--- config.mk ---
export PLATFORM = sky130hd
export DESIGN_NAME = ycc_conv_ctrl
export DESIGN_NICKNAME = d
export VERILOG_FILES = /design/src/rtl/ycc_conv_ctrl.sv
export SDC_FILE = /design/constraint.sdc
export NUM_CORES = 1
export LEC_CHECK = 0
export CORE_AREA = 2 2 132 134
export DETAILED_ROUTE_END_ITERATION = 6
export DIE_AREA = 0 0 134 136
export PLACE_DENSITY = 0.79
export SYNTH_ARGS = -nofsm -noshare
export SYNTH_HDL_FRONTEND = slang
export SYNTH_SLANG_ARGS = --single-unit
--- constraint.sdc ---
create_clock -name clk -period 5 [get_ports clk]
set_input_delay 1 -clock clk [delete_from_list [all_inputs] [get_ports clk]]
set_output_delay 1 -clock clk [all_outputs]
set_load 0.05 [all_outputs]
--- src/rtl/ycc_conv_ctrl.sv ---
// Sequencer around the enable-driven RGB->YCbCr converter: tags in-flight
// pixels, flushes them with dummy enables and buffers results per 8x8 block.
module ycc_conv_ctrl #(
    parameter int OUT_DEPTH    = 8,
    parameter int BLOCK_PIXELS = 64
) (
    input  logic        clk,
    input  logic        rst_n,
    input  logic        pix_valid,
    input  logic [23:0] pix_data,
    output logic        pix_ready,
    input  logic        stop,
    output logic        conv_enable,
    output logic [23:0] conv_data_in,
    input  logic [23:0] conv_data_out,
    input  logic        conv_enable_out,
    output logic        ycc_valid,
    output logic [23:0] ycc_data,
    output logic        ycc_last,
    input  logic        ycc_ready,
    output logic        done,
    output logic        err
);

    localparam int AW = $clog2(OUT_DEPTH);
    localparam int CW = AW + 1;
    localparam int SW = CW + 1;
    localparam int PW = $clog2(BLOCK_PIXELS);
    localparam logic [PW-1:0] LAST_CNT = PW'(BLOCK_PIXELS - 1);

    typedef enum logic [1:0] {
        IDLE,
        RUN,
        DRAIN
    } state_t;

    state_t          state;
    logic            v1;
    logic            v2;
    logic            v3;
    logic [24:0]     mem [OUT_DEPTH];
    logic [AW-1:0]   wr_ptr;
    logic [AW-1:0]   rd_ptr;
    logic [CW-1:0]   count;
    logic [PW-1:0]   pix_cnt;
    logic [SW-1:0]   reserved;
    logic            issue;
    logic            pop;
    logic            push;
    logic            pipe_empty;
    logic            drain_done;

    // FIFO slots already owned: stored entries plus pixels still in the converter
    assign reserved = SW'(count) - SW'(pop) + SW'(v1) + SW'(v2) + SW'(v3);

    assign pop          = ycc_valid & ycc_ready;
    assign push         = v3;
    assign pix_ready    = rst_n & (state != DRAIN) & (reserved < SW'(OUT_DEPTH));
    assign issue        = pix_valid & pix_ready;
    assign conv_enable  = issue | v1;
    assign conv_data_in = issue ? pix_data : 24'h0;
    assign ycc_valid    = (count != '0);
    assign ycc_data     = ycc_valid ? mem[rd_ptr][23:0] : 24'h0;
    assign ycc_last     = ycc_valid & mem[rd_ptr][24];
    assign pipe_empty   = !(v1 | v2 | v3) && (count == '0);
    assign drain_done   = (state == DRAIN) && pipe_empty;

    always_ff @(posedge clk or negedge rst_n) begin
        if (!rst_n) begin
            state <= IDLE;
            done  <= 1'b0;
        end else begin
            done <= drain_done;
            unique case (state)
                IDLE: begin
                    if (stop)       state <= DRAIN;
                    else if (issue) state <= RUN;
                end
                RUN: begin
                    if (stop) state <= DRAIN;
                end
                DRAIN: begin
                    if (pipe_empty) state <= IDLE;
                end
                default: state <= IDLE;
            endcase
        end
    end

    always_ff @(posedge clk or negedge rst_n) begin
        if (!rst_n) begin
            v1  <= 1'b0;
            v2  <= 1'b0;
            v3  <= 1'b0;
            err <= 1'b0;
        end else begin
            v1  <= issue;
            v2  <= v1;
            v3  <= v2;
            err <= err | (conv_enable_out != v3);
        end
    end

    always_ff @(posedge clk or negedge rst_n) begin
        if (!rst_n) begin
            wr_ptr  <= '0;
            rd_ptr  <= '0;
            count   <= '0;
            pix_cnt <= '0;
        end else begin
            if (push) wr_ptr <= wr_ptr + AW'(1);
            if (pop)  rd_ptr <= rd_ptr + AW'(1);
            count <= count + CW'(push) - CW'(pop);
            if (drain_done) begin
                pix_cnt <= '0;
            end else if (push) begin
                pix_cnt <= (pix_cnt == LAST_CNT) ? '0 : pix_cnt + PW'(1);
            end
        end
    end

    always_ff @(posedge clk) begin
        if (push) mem[wr_ptr] <= {pix_cnt == LAST_CNT, conv_data_out};
    end

endmodule

# --- Word-level counts from Yosys, hierarchy flattened ---
# Memory sizes are Yosys's and may differ from the RTL's.
# Cells that the tools add are included.
word_totals:
  regBits: 23
  mem_bits_rw: 200
  output_inout_bits: 54
  n_memories: 1
mem_list:
  columns: ["name", "depth", "width", "read_ports", "rd_ports_with_merged_regs", "write_ports", "line", "text"]
  rows:
  - ["mem", 8, 25, 1, 0, 1, "41", "logic [24:0] mem [OUT_DEPTH];"]
op_classes:
  addsub: 9
  order_cmp: 1
  eq_ne: 8
  mux: 12
  n_bitwise: 9
  reduce_logical: 8
op_table:
  columns: ["op", "n"]
  rows:
  - ["24-bit two-way mux", 2]
  - ["6-bit two-way mux", 3]
  - ["5-bit by 1-bit adder with 5-bit output", 3]
  - ["2-bit two-way mux", 4]
  - ["3-bit by 1-bit adder with 3-bit output, second input constant", 2]
  - ["6-bit by 1-bit adder with 6-bit output, second input constant", 1]
  - ["6-bit == test, second input constant", 1]
  - ["2-bit != test, second input constant", 3]
  - ["2-bit case mux with 3 select lines", 1]
  - ["1-bit bitwise AND", 5]
  - ["5-bit by 4-bit < comparator with 1-bit output, second input constant", 1]
  - ["4-bit by 1-bit subtractor with 5-bit output", 1]
  - ["4-bit by 1-bit adder with 4-bit output", 1]
  - ["4-bit zero test", 1]
  - ["1-bit bitwise OR", 4]
  - ["4-bit nonzero test", 1]
  - ["4-bit by 1-bit subtractor with 4-bit output", 1]
  - ["3-bit != test, second input constant", 1]
  - ["3-bit AND reduction", 1]
  - ["2-bit by 1-bit == test with 1-bit output, second input constant", 1]
  - ["2-bit == test, second input constant", 1]
  - ["1-bit logical AND", 2]
  - ["2-bit zero test", 1]
  - ["1-bit two-way mux", 2]
  - ["other kinds (3)", 3]

# --- Logic depth before layout (Yosys ltp) ---
# Gate-level depths: netlist (run 1).
depth:
  depth_word: 12
  ltp_mapped: 16
  depth_no_buf: 13

# --- Worst setup path after synthesis (run 1) ---
# Ideal clock, no wire load.
synth_timing:
  path_kind: "register -> output"
  start: "register count[2]"
  end: "output pix_ready"
  t_arrival_ns: 3.765
  required_ns: 4.000
  setup_slack_ns: 0.235
  stages_incl_launch_ff: 15
  n_path_buf: 2
  path_cell_list: "dfrtp_1 -> inv_1 -> ha_1 -> and3_1 -> buf_4 -> inv_2 -> and2_1 -> buf_2 -> ha_1 -> fa_1 -> inv_1 -> ha_1 -> nand4b_1 -> nand4b_1 -> a211oi_1"
synth_between:
  elab_chain_cells: 8
synth_lines:
  columns: ["element", "line", "text"]
  rows:
  - ["start: declaration", "44", "logic [CW-1:0] count;"]
  - ["start signal: assignment", "113", "count <= count + CW'(push) - CW'(pop);"]
  - ["4-bit nonzero test", "62", "assign ycc_valid = (count != '0);"]
  - ["named net ycc_valid", "17", "output logic ycc_valid,"]
  - ["1-bit bitwise AND", "56", "assign pop = ycc_valid & ycc_ready;"]
  - ["named net pop", "48", "logic pop;"]
  - ["4-bit by 1-bit subtractor with 5-bit output", "54", "assign reserved = SW'(count) - SW'(pop) + SW'(v1) + SW'(v2) + SW'(v3);"]
  - ["5-bit by 1-bit adder with 5-bit output (3 in a row)", "54", null]
  - ["5-bit by 4-bit < comparator with 1-bit output", "58", "assign pix_ready = rst_n & (state != DRAIN) & (reserved < SW'(OUT_DEPTH));"]
  - ["1-bit bitwise AND", "58", null]
  - ["end: declaration", "11", "output logic pix_ready,"]
# The timed path passes the listed nets, and every way through them passes these cells.

# --- Worst setup path in the final report (run 1) ---
layout_timing:
  start: "input ycc_ready"
  end: "output conv_data_in[23]"
layout_between:
  elab_chain_cells: 9
layout_lines:
  columns: ["element", "line", "text"]
  rows:
  - ["start: declaration", "20", "input logic ycc_ready,"]
  - ["1-bit bitwise AND", "56", null]
  - ["4-bit by 1-bit subtractor with 5-bit output", "54", null]
  - ["5-bit by 1-bit adder with 5-bit output (3 in a row)", "54", null]
  - ["5-bit by 4-bit < comparator with 1-bit output", "58", null]
  - ["1-bit bitwise AND", "58", null]
  - ["1-bit bitwise AND", "59", "assign issue = pix_valid & pix_ready;"]
  - ["24-bit two-way mux", "61", "assign conv_data_in = issue ? pix_data : 24'h0;"]
  - ["end: declaration", "14", "output logic [23:0] conv_data_in,"]
# Every way passes these cells.

==> results.toml, run 1 <==
[synthesis]
synthCells = 476
yosysSeqAreaShare_pct = 72.5
synth_area_um2 = 9080
yosysTopAreaCellShare_pct = 66.2
synthTopCellsByArea = "edfxtp_1 66%, mux4_2 12%, dfrtp_1 6.3%"
async_flop_share_pct = 10.3
synth_top_family_by_area = "multiplexers"
syn_avg_cell_area_um2 = 19.1
yosys.area_share.simple_pct = 5.57
synth_ff_type = "edfxtp_1"
synth_top_area_cell = "edfxtp_1"
syn_nets = 545
ys_types = 41
synth_compound_area_share_pct = 1.27
synth_xor_area_share_pct = 0.868
ys_ff_latch = 223
ys_warn_count = 0
synth_edf_count = 200
muxShareOfSynthArea_pct = 15.5
synthAdderAreaFrac_pct = 2.23

[clock_tree]
ctsHoldBuffers = 0
clock-root-buffer = "clkbuf_16"
ctsLongestPathBuffers = 3
cts_buffers = 22
htreeDepth = 1
tritoncts = "yes"
cts.sinks = 223
clkSlewWorstSetupHoldPaths_ps = 60
clock_latency_ps = 490

[setup_path]
setup.worst_path.start_class = "input pin"
cp_data_required_time_ps = 4000
arrival_ps = 3800
path_max_fanout = 7
crit_type = "in -> out"
cp-end-kind = "output pin"
reg2reg_slack_ps = 1880

[drt]
drt_iter0_drc = 361
dr_total_vias = 4789
wl_met3_um = 1160
firstDrtPassIters = 4
avgRoutedWirePerCell_um = 22.2
met2_length_um = 10300
vias_per_cell = 5.67
dr.max_layer_used = "met4"
drtAntennaViolNets = 0
drt-met1-wl_um = 7000
wirelength_um = 18800
drc = 0

[floorplanning]
core_um2 = 16900
io_pins = 108
die_w_um = 134
initial_core_util_pct = 53.8
rows = 48
dieArea_um2 = 18200
dieHeight_um = 136

[power]
seq_power_share_pct = 36.9
swShare_pct = 35.6
total_power_w = 0.00628
leakage_nw = 4.00
switchingPower_w = 0.00223
power_frac_clock_pct = 23.5
internal_power_w = 0.00404
ir_worst_vdd_mv = 0.317
powerDensity_nw_per_um2 = 547
combPwrFrac_pct = 39.6

[timing]
tns_ps = 0
rsz0062_at_grt = "no"
post-route-period-util_pct = 96.0
slew_headroom_pct = 33.7
finalSetupViolations = 0
post-route-min-period_ps = 4800
worstMarginPinSlew_ps = 995
skew_ps = 7.98
max_freq_mhz = 208
slew_violations = 0
hold_viol = 0

[cells_and_area]
seq_area_um2 = 6590
nets = 673
multi_input_area_um2 = 2380
final_common_cell = "edfxtp_1"
antenna_cells = 0
layout-drive-gt1-share_pct = 24.2
post-route-util_pct = 67.9
final_cell_mix = "200 x edfxtp_1, 81 x clkdlybuf4s50_1, 50 x mux4_2, 31 x nor2_1, 28 x buf_12"
fin_area_um2 = 11500
syn_to_final_growth_pct = 26.3
fillers = 1055

[global_routing]
first_global_vias = 5087
grt_max_degree = 28
grt_use_total_pct = 20.8
grt_pass1_wl_um = 28400
antenna_found_initial = 0
grt-ovfl-total = 0

[hold_path]
hp-class = "reg -> reg"

[placement]
dpl_cell_area_um2 = 10700
io_buffers = 107
gp_congestion = 0.807
dpl.hpwl_um = 11200

[status]
status = "finished clean"

[flow_run]
drv_cap = 0
-- path summary, 6_finish.rpt --
kind / cells past startpoint / from / endpoint
max: 12 / ycc_ready / conv_data_in[23]
min: 0 / v2 / push
max reg2reg: 14 / count[2] / state[0]
min reg2reg: 0 / v2 / push
max in group asynchronous: 2 / rst_n / rd_ptr[0]
min in group asynchronous: 2 / rst_n / push
-- worst max-delay path, cell delays in order --
cell,delay (ps)
clkdlybuf4s50_1,450
and2_4,170
ha_1,240
fa_1,360
inv_1,60
ha_1,230
nand4b_1,130
nand4b_1,210
a211oi_4,430
buf_6,180
and2_1,180
buf_12,150
-- power groups by stage --
stage | registers (W) | clock network (W) | logic (W)
6_report | 0.00231 | 0.00148 | 0.00249
5_1_grt | 0.00233 | 0.00157 | 0.00264
4_1_cts | 0.00232 | 0.00150 | 0.00247
3_5_place_dp | 0.00236 | 0 | 0.00246
3_3_place_gp | 0.00235 | 0 | 0.00241
2_1_floorplan | 0.00219 | 0 | 0.00185
-- cell families after synthesis --
logic type	count (synthesis)
AOI/OAI and AO/OA	16
adders and majority gates	15
buffers and inverters	37
DFF	223
muxes	78
xor gates and xnor gates	9
and+or+nand+nor	98
-- synth_stat cells, types with 4 or more instances --
library cell / n
and2_1: 25
xor2_1: 4
a21oi_1: 5
buf_4: 5
nor2_1: 37
buf_2: 9
xnor2_1: 5
dfrtp_1: 23
nand2_1: 11
ha_1: 13
inv_1: 14
mux4_2: 50
mux2i_1: 26
nand2b_1: 7
edfxtp_1: 200
clkbuf_1: 5
-- registers in the layout (all words and copies together), names as in the netlist --
register  flops
mem         200
pix_cnt       6
count         4
rd_ptr        3
wr_ptr        3
state         2
done          1
err           1
push          1
v1            1
v2            1
-- stage by stage --
stage	instances	setup WS [ps]	hold WS, ps
3_3_place_gp	801	291	386
3_5_place_dp	801	142	389
4_1_cts	841	71.3	404
6_report	845	199	410
2_1_floorplan	476	235	368
5_1_grt	845	16.9	429
-- repair_timing --
action	in CTS	in global routing
setup buffers	0	1
endpoints found under the setup margin	0	25
resized for setup	0	25
-- layer usage --
layer / track usage [%] / up-vias
li1: - / 2109
met1: 25.9 / 2481
met2: 37.6 / 170
met3: 3.88 / 29
met4: 5.97 / 0
met5: 0 / -
-- layout make-up --
cell class	instances	share of cell area, %
Sequential cell	223	57.4
Inverter	15	0.491
Clock buffer	29	5.22
Clock inverter	11	0.415
Timing Repair Buffer	126	13.2
Multi-Input combinational cell	216	20.8
Tap cell	225	2.46
No activity file was read; power rests on OpenSTA's default activity.
==> run 2: changes to the inputs <==
--- a/config.mk
+++ b/config.mk
@@ -5,9 +5,11 @@
 export SDC_FILE = /design/constraint.sdc
 export NUM_CORES = 1
 export LEC_CHECK = 0
-export CORE_AREA = 2 2 132 134
+export ABC_AREA = 1
+export ABC_CLOCK_PERIOD_IN_PS = 5000
+export CORE_AREA = 2 2 134 136
 export DETAILED_ROUTE_END_ITERATION = 6
-export DIE_AREA = 0 0 134 136
+export DIE_AREA = 0 0 136 138
 export PLACE_DENSITY = 0.79
 export SYNTH_ARGS = -nofsm -noshare
 export SYNTH_HDL_FRONTEND = slang
==> results.toml, run 2 <==
[clock_tree]
clock_latency_ps = 490
htreeDepth = 1
cts.sinks = 223
post_cts_resized = 0
clock-root-buffer = "clkbuf_16"
ctsLongestPathBuffers = 3
post_cts_buffers = 0
clkSlewWorstSetupHoldPaths_ps = 50
cts_buffers = 22
ctsHoldBuffers = 0
tritoncts = "yes"

[power]
ir_worst_vdd_mv = 0.388
leakage_nw = 4.19
powerDensity_nw_per_um2 = 573

[setup_path]
cp_data_required_time_ps = 4000
cp-endpoint = "conv_data_in[23]"
r2r-end = "state[0]"
reg2reg_depth = 16
reg2reg_slack_ps = 2030
crit_buf_inv = 4
path_max_fanout = 14
cp_num_cells = 15
crit_chain = "clkdlybuf4s50_1 -> nand2_1 -> inv_1 -> ha_1 -> fa_1 -> inv_1 -> ha_1 -> nand3_1 -> nand2_1 -> nand2_1 -> a21oi_1 -> nor2_2 -> nand3_4 -> nor2_1 -> buf_12"
cp-end-kind = "output pin"
setup.worst_path.start_class = "input pin"
arrival_ps = 3780
crit_type = "in -> out"
cp-startpoint = "ycc_ready"
critPathSlowestCell = "clkdlybuf4s50_1"
timing.rr.start = "count[2]"
cp_common_cell = "nand2_1"
critPathTopFamily = "simple AND/OR/NAND/NOR gates"
cpPeakStageDelay_ps = 450

[global_routing]
grt_pass1_wl_um = 31300
antenna_found_initial = 0
grt_use_total_pct = 21.3
grt_max_degree = 102
first_global_vias = 6226
grt-ovfl-total = 0

[flow_run]
drv_cap = 0

[timing]
skew_ps = 8.08
finalSetupViolations = 0
slew_violations = 0
post-route-period-util_pct = 95.5
slew_headroom_pct = 25.8
rsz0062_at_grt = "yes"
hold_viol = 0
post-route-min-period_ps = 4780
worstMarginPinSlew_ps = 1110
max_freq_mhz = 209

[status]
status = "finished clean"

[synthesis]
synth_edf_count = 200
synth.most_common_cell = "nor2_1"
synthTopCellsByCount = "224 x nor2_1, 200 x edfxtp_1, 64 x o21ai_0"
yosysTopAreaCellShare_pct = 63.9
yosysSeqAreaShare_pct = 70.0
syn_avg_cell_area_um2 = 12.1
ys_types = 30
synthTopCellsByArea = "edfxtp_1 64%, nor2_1 8.9%, dfrtp_1 6.1%"
synth_ff_type = "edfxtp_1"
synth_top_area_cell = "edfxtp_1"
syn_nets = 849
ys_warn_count = 0
synth_area_um2 = 9410
ys_ff_latch = 223
synthCells = 780
async_flop_share_pct = 10.3

[drt]
drc = 0
drt_iter0_drc = 587
vias_per_cell = 5.48
firstDrtPassIters = 5
dr_total_vias = 6187
wirelength_um = 19900
avgRoutedWirePerCell_um = 17.6
drtAntennaViolNets = 0

[cells_and_area]
final_common_cell = "nor2_1"
fillers = 1244
largest_reg_flops = 200
final_cell_mix = "215 x nor2_1, 200 x edfxtp_1, 81 x clkdlybuf4s50_1, 64 x o21ai_0, 58 x inv_1"
layout-drive-gt1-share_pct = 12.5
antenna_cells = 0
post-route-util_pct = 66.4
stdcell_count = 1130
nets = 954
syn_to_final_growth_pct = 23.7
top_regs = "mem: 200 flops, pix_cnt: 6 flops, count: 4 flops"
largest-register = "mem"

[floorplanning]
dieHeight_um = 138
initial_core_util_pct = 53.6
dieArea_um2 = 18800
die_w_um = 136
io_pins = 108
rows = 49
core_um2 = 17500

[placement]
dp.cells = 1089
gp_congestion = 0.771
io_buffers = 107
dpl.hpwl_um = 11500

[hold_path]
hp-class = "reg -> reg"
[run 2: cell types whose count changed after synthesis, moves of 25 or more]
cell / previous run / this run
o32ai_1: 0 / 50
o21ai_0: 2 / 64
and2_1: 25 / 0
inv_1: 14 / 58
mux2i_1: 26 / 0
mux4_2: 50 / 0
nor2_1: 37 / 224
[run 2: stage by stage]
step / cell area, µm² / TNS [ps] / total power (W) / setup slack (ps) / hold WS, ps
CTS: 11600 / 0 / 0.00668 / 112 / 381
global route: 11600 / -76.2 / 0.00701 / -28.2 / 387
finish: 11600 / 0 / 0.00667 / 224 / 380
floorplan: 9410 / 0 / 0.00430 / 544 / 354
detailed placement: 10900 / 0 / 0.00513 / 121 / 367
global placement: 10900 / 0 / 0.00507 / 212 / 358
[run 2: area by class of cell]
| cell class | count | area [µm²] | area share, % |
|---|---|---|---|
| multi-input cells | 454 | 2390 | 20.6 |
| clock buffers | 29 | 598 | 5.14 |
| clock inverters | 11 | 82.6 | 0.710 |
| inverters | 61 | 229 | 1.97 |
| flip-flops and latches | 223 | 6580 | 56.6 |
| repair buffers | 123 | 1460 | 12.6 |
| well taps | 229 | 287 | 2.46 |
[run 2: cell families (layout without fill, tap and decap cells)]
kind of cell               count (synthesis)  count (layout)  share of synthesized area [%]
and+or+nand+nor                          293             294                           12.8
DFF                                      223             223                           70.0
AOI/OAI and AO/OA                        139             139                           9.53
buffers and inverters                    104             224                           4.99
adders and majority gates                 15              15                           2.16
xor gates and xnor gates                   6               6                          0.559
[run 2: how the worst min path moves through the flow]
stage / startpoint / end / slack [ps] / cells past startpoint
CTS: v2 / push / 380 / 0
global route: v2 / push / 390 / 0
floorplan: v2 / push / 350 / 0
detailed placement: v2 / push / 370 / 0
global placement: v2 / push / 360 / 0
finish: v2 / push / 380 / 0
[run 2: worst register-to-register path, stage by stage (launching register included)]
cell and delay, ps:
dfrtp_1 360, inv_1 80, ha_1 240, nand3_2 100, nand2_1 110, inv_1 100
ha_1 300, fa_1 360, inv_1 60, ha_1 230, nand3_1 80, nand2_1 50
nand2_1 80, a21oi_1 90, nor2_2 230, nand3_4 240, a21oi_1 180
[run 2: layer usage]
layer / wire length [µm] / track usage (%)
met1: 7980 / 28.1
met3: 1570 / 4.33
met2: 9970 / 35.5
met4: 349 / 6.96
met5: 0 / 0
[run 2: power by group]
group	switching, W	leakage, nW	internal (W)
logic	0.00196	1.79	0.000955
registers	0.000113	2.09	0.00210
clock network	0.000646	0.323	0.000895
total	0.00271	4.19	0.00395
